`src/rtl/accum_pkg.sv`:
```
// Shared types and constants for the frame accumulator.
// Combinational only; no storage or flow control.
// Not applicable: declarations only.
package accum_pkg;
    typedef enum logic [1:0] {IDLE, ACCUM, DONE} state_t;
    localparam int ACC_W = 8;
    localparam logic [ACC_W-1:0] SAT_VAL = 8'hFF;
endpackage

```
`src/rtl/adder_8bit.sv`:
```
// 8-bit ripple-carry adder producing sum and carry-out.
// Purely combinational, zero cycles.
// No backpressure; the caller qualifies when the result is used.
module adder_8bit
    import accum_pkg::*;
(
    input  logic [ACC_W-1:0] i_a,
    input  logic [ACC_W-1:0] i_b,
    input  logic             i_cin,
    output logic [ACC_W-1:0] o_sum,
    output logic             o_cout
);
    always_comb begin
        logic c;
        c      = i_cin;
        o_sum  = '0;
        for (int i = 0; i < ACC_W; i++) begin
            o_sum[i] = i_a[i] ^ i_b[i] ^ c;
            c        = (i_a[i] & i_b[i]) | (c & (i_a[i] ^ i_b[i]));
        end
        o_cout = c;
    end
endmodule

```
`src/rtl/accum_frame_8bit.sv`:
```
// Frame accumulator: sums 8-bit samples until in_last, then holds sum/carry/count for the consumer.
// Result valid one cycle after the last sample; acc visible one cycle after each accept.
// Input stalls (in_ready=0) while a result waits; ACCUM_SATURATE_EN clamps acc at 8'hFF on carry.
module accum_frame_8bit
    import accum_pkg::*;
#(
    parameter int CNT_W = 4
) (
    input  logic              clk,
    input  logic              n_rst,
    input  logic              clear,
    input  logic              in_valid,
    input  logic [ACC_W-1:0]  in_data,
    input  logic              in_last,
    output logic              in_ready,
    output logic              out_valid,
    input  logic              out_ready,
    output logic [ACC_W-1:0]  out_sum,
    output logic              out_overflow,
    output logic [CNT_W-1:0]  out_count
);
    state_t             r_state;
    logic [ACC_W-1:0]   r_acc;
    logic               r_ovf;
    logic [CNT_W-1:0]   r_cnt;
    logic               r_in_ready;
    logic               r_out_valid;

    logic [ACC_W-1:0]   w_sum;
    logic               w_cout;
    logic [ACC_W-1:0]   w_next_acc;
    logic               w_accept;

    adder_8bit u_adder (
        .i_a    (r_acc),
        .i_b    (in_data),
        .i_cin  (1'b0),
        .o_sum  (w_sum),
        .o_cout (w_cout)
    );

    // clear blocks the handshake even though in_ready is still high this cycle
    assign w_accept = in_valid & r_in_ready & ~clear;

`ifdef ACCUM_SATURATE_EN
    assign w_next_acc = w_cout ? SAT_VAL : w_sum;
`else
    assign w_next_acc = w_sum;
`endif

    always_ff @(posedge clk) begin
        if (!n_rst || clear) begin
            r_state     <= IDLE;
            r_acc       <= '0;
            r_ovf       <= 1'b0;
            r_cnt       <= '0;
            r_in_ready  <= 1'b1;
            r_out_valid <= 1'b0;
        end else begin
            case (r_state)
                IDLE, ACCUM: begin
                    if (w_accept) begin
                        r_acc <= w_next_acc;
                        r_ovf <= r_ovf | w_cout;
                        r_cnt <= (r_cnt == {CNT_W{1'b1}}) ? r_cnt : r_cnt + 1'b1;
                        if (in_last) begin
                            r_state     <= DONE;
                            r_in_ready  <= 1'b0;
                            r_out_valid <= 1'b1;
                        end else begin
                            r_state     <= ACCUM;
                        end
                    end
                end
                DONE: begin
                    if (out_ready) begin
                        r_state     <= IDLE;
                        r_acc       <= '0;
                        r_ovf       <= 1'b0;
                        r_cnt       <= '0;
                        r_in_ready  <= 1'b1;
                        r_out_valid <= 1'b0;
                    end
                end
                default: begin
                    r_state     <= IDLE;
                    r_in_ready  <= 1'b1;
                    r_out_valid <= 1'b0;
                end
            endcase
        end
    end

    assign in_ready     = r_in_ready;
    assign out_valid    = r_out_valid;
    assign out_sum      = r_acc;
    assign out_overflow = r_ovf;
    assign out_count    = r_cnt;
endmodule

```
`config.mk`:
```
export PLATFORM = sky130hd
export DESIGN_NAME = accum_frame_8bit
export DESIGN_NICKNAME = d
export VERILOG_FILES = /design/src/rtl/accum_pkg.sv /design/src/rtl/adder_8bit.sv /design/src/rtl/accum_frame_8bit.sv
export SDC_FILE = /design/constraint.sdc
export NUM_CORES = 1
export LEC_CHECK = 0
export ABC_AREA = 1
export CORE_UTILIZATION = 35
export CTS_BUF_LIST = sky130_fd_sc_hd__clkbuf_16
export CTS_CLUSTER_SIZE = 24
export DETAILED_ROUTE_END_ITERATION = 12
export HOLD_SLACK_MARGIN = 0.12
export PLACE_DENSITY = 0.59
export RECOVER_POWER = 25
export SLEW_MARGIN = 20
export SYNTH_ARGS = -nofsm -noshare
export SYNTH_HDL_FRONTEND = slang
export SYNTH_SLANG_ARGS = --single-unit
```
`constraint.sdc`:
```
create_clock -name clk -period 10.4 [get_ports clk]
set_clock_uncertainty 0.1 [all_clocks]
set_input_delay 2.6 -clock clk [delete_from_list [all_inputs] [get_ports clk]]
set_output_delay 2.6 -clock clk [all_outputs]
set_load 0.02 [all_outputs]
```
==> results.json <==
{
  "p_int_mw": 0.129,
  "htree_num_levels": 1,
  "ir_worst_vdd_uv": 62.6,
  "drv_cap": 0,
  "p_clk_share_pct": 45.7,
  "antennaDiodeCount": 0,
  "port_buffers": 28,
  "vias": 878,
  "synth_top_area_cell": "dfxtp_1",
  "drt-pass1-iter-count": 4,
  "final_cell_area_um2": 1350,
  "cts_tree": "done",
  "antenna_left": 0,
  "drc_errors": 0,
  "multi_input_area_um2": 543,
  "max_slew.worst_pin.slew_ns": 0.424,
  "hpwlAfterDp_um": 1520,
  "grt_pass1_vias": 790,
  "yosysWarnings": 0,
  "final_core_util_pct": 52.7,
  "ys_seq_elements": 17,
  "grt_max_degree": 12,
  "finalSetupTns_ns": 0,
  "arrival_ns": 5.76,
  "post-route-period-util_pct": 55.2,
  "nets": 176,
  "syn-mean-instance-area_um2": 8.16,
  "final-setup-viol-count": 0,
  "clockRootBuffer": "clkbuf_16",
  "p_sw_mw": 0.0400,
  "synthCells": 121,
  "gp_congestion": 0.694,
  "leakage_nw": 0.578,
  "cp_max_fo": 1,
  "start_util_pct": 38.5,
  "gr-total-overflow": 0,
  "synth_xor_area_share_pct": 0,
  "report.final.slew_viol_count": 0,
  "synth_mux_area_share_pct": 0,
  "ys_seq_area_share_pct": 34.5,
  "power.total_mw": 0.170,
  "grt_usage_pct": 15.1,
  "vias_per_cell": 4.82,
  "period_minus_slack_ns": 5.74,
  "fin_hold_ws_ns": 0.361,
  "grt_setup_unrepaired": "no",
  "finalHoldViolCount": 0,
  "syn2layout_area_growth_pct": 37.0,
  "wl_um": 2010,
  "die_width_um": 55.1,
  "p_per_area_nw_per_um2": 125,
  "combPwrFrac_pct": 14.0,
  "clk_path_buf_depth": 2,
  "worst_skew_pair.late_latency_ns": 0.25,
  "synth_fa_ha_area_share_pct": 16.7,
  "cts_buffers": 3,
  "regArea_um2": 340,
  "grt_pass1_wl_um": 3160,
  "clock-sinks": 17,
  "synth_cell_types": 19,
  "wl_per_cell_um": 11.0,
  "fp.dieArea_um2": 3040,
  "dpl_cell_area_um2": 1290,
  "startpoint_type": "input pin",
  "cp-end-kind": "flop",
  "cts_hold_buf": 0,
  "synth_area_um2": 987,
  "post_cts_buffers": 0,
  "ios": 29,
  "ys_top_cells_by_area": "dfxtp_1 (34%), fa_1 (14%), nand3_1 (8.1%), inv_1 (6.5%), nand2_1 (6.5%)",
  "ctsResizeCount": 0,
  "pwr-share-seq_pct": 40.3,
  "core_area_um2": 2570,
  "yosys.area.top_type_share_pct": 34.5,
  "swShare_pct": 23.6,
  "crit_type": "input pin to flop",
  "synth_nets": 144,
  "die_h_um": 55.1,
  "cts.clk_slew.worst_paths_ns": 0.05,
  "row_count": 18,
  "drtIter0Drc": 4,
  "synth_top_family_by_area": "simple AND/OR/NAND/NOR gates",
  "cp_data_required_time_ns": 10.42,
  "max_freq_ghz": 0.174,
  "antenna_found_initial": 0,
  "fill_cells": 251,
  "drive_gt1_share_pct": 8.55,
  "synth_compound_area_share_pct": 8.62,
  "yosys.area_share.simple_pct": 31.4,
  "outcome": "completed",
  "slew_headroom_pct": 71.6,
  "hold_class": "flop to flop"
}
==> Yosys cell counts <==
library cell	n
inv_2	1
nor2_1	16
nor2_2	4
nor2_8	1
o21a_1	4
nand3_1	16
nand2_1	17
a21oi_1	10
nor3_2	1
dfxtp_1	17
clkinv_1	1
o21ai_1	1
nand2_2	1
buf_8	1
nand2_4	3
inv_1	17
fa_1	7
nor2_4	1
ha_1	2
==> logic make-up after synthesis <==
group / Yosys count
and+or+nand+nor: 60
buffers and inverters: 20
DFF: 17
AOI/OAI and AO/OA: 15
adders and majority gates: 9
==> critical path, cell delays in order <==
cell	delay [ns]
clkdlybuf4s50_1	0.47
ha_1	0.15
inv_1	0.05
fa_1	0.37
fa_1	0.40
fa_1	0.39
fa_1	0.36
inv_1	0.07
fa_1	0.17
fa_1	0.17
fa_1	0.40
nand3_1	0.09
a21oi_1	0.06
==> cell usage in the layout (no fill, tap or decap) <==
cell	synthesis	layout
clkdlybuf4s50_1	0	24
nand2_1	17	19
inv_1	17	17
nor2_1	16	17
dfxtp_1	17	17
nand3_1	16	16
a21oi_1	10	10
fa_1	7	7
nor2_2	4	4
o21a_1	4	4
dlygate4sd3_1	0	4
clkbuf_16	0	3
nand2_4	3	2
ha_1	2	2
inv_2	1	1
nor2_8	1	1
clkinv_1	1	1
nor3_2	1	1
o21ai_1	1	1
clkinv_2	0	1
==> layout make-up <==
type,instances,share of cell area (%)
inverter,19,5.27
timing repair buffer,28,20.7
clock inverter,1,0.370
tap,30,2.78
clock buffer,3,5.55
multi-input combinational,84,40.1
sequential,17,25.2
==> flip-flops by register name, summed over array words and instances (netlist names) <==
signal,count
out_valid,1
out_count,4
in_ready,1
out_sum,8
r_state,2
out_overflow,1
==> metal layers <==
layer | vias to the layer above | routed length (µm) | GRT usage, %
met3 | 2 | 94 | 3.01
met2 | 27 | 901 | 25.5
met5 | - | 0 | 0
met1 | 403 | 994 | 17.6
li1 | 446 | - | -
met4 | 0 | 19 | 8.75
==> power groups by stage <==
stage	sequential [mW]	clock, mW	combinational [mW]
final	0.0684	0.0774	0.0238
after global routing	0.0686	0.0815	0.0264
after CTS	0.0684	0.0790	0.0250
after detailed placement	0.0698	0	0.0248
after global placement	0.0698	0	0.0247
after floorplan	0.0713	0	0.0127
==> path summary, 6_finish.rpt <==
path	from	end	slack, ns	cells after the start
worst min-delay path	out_overflow$_SDFFE_PP0P_	out_overflow$_SDFFE_PP0P_	0.36	2
worst max-delay path	in_data[0]	out_sum[7]$_SDFFE_PP0P_	4.66	13
worst max register to register	out_sum[0]$_SDFFE_PP0P_	out_sum[7]$_SDFFE_PP0P_	7.11	12
worst min register to register	out_overflow$_SDFFE_PP0P_	out_overflow$_SDFFE_PP0P_	0.36	2
==> per-stage QoR <==
stage / setup WS, ns / instances
after floorplan: 4.99 / 121
after global placement: 4.45 / 178
after detailed placement: 4.41 / 178
after CTS: 4.66 / 182
after global routing: 4.54 / 182
final: 4.66 / 182
(Power assumes the default switching activity.)
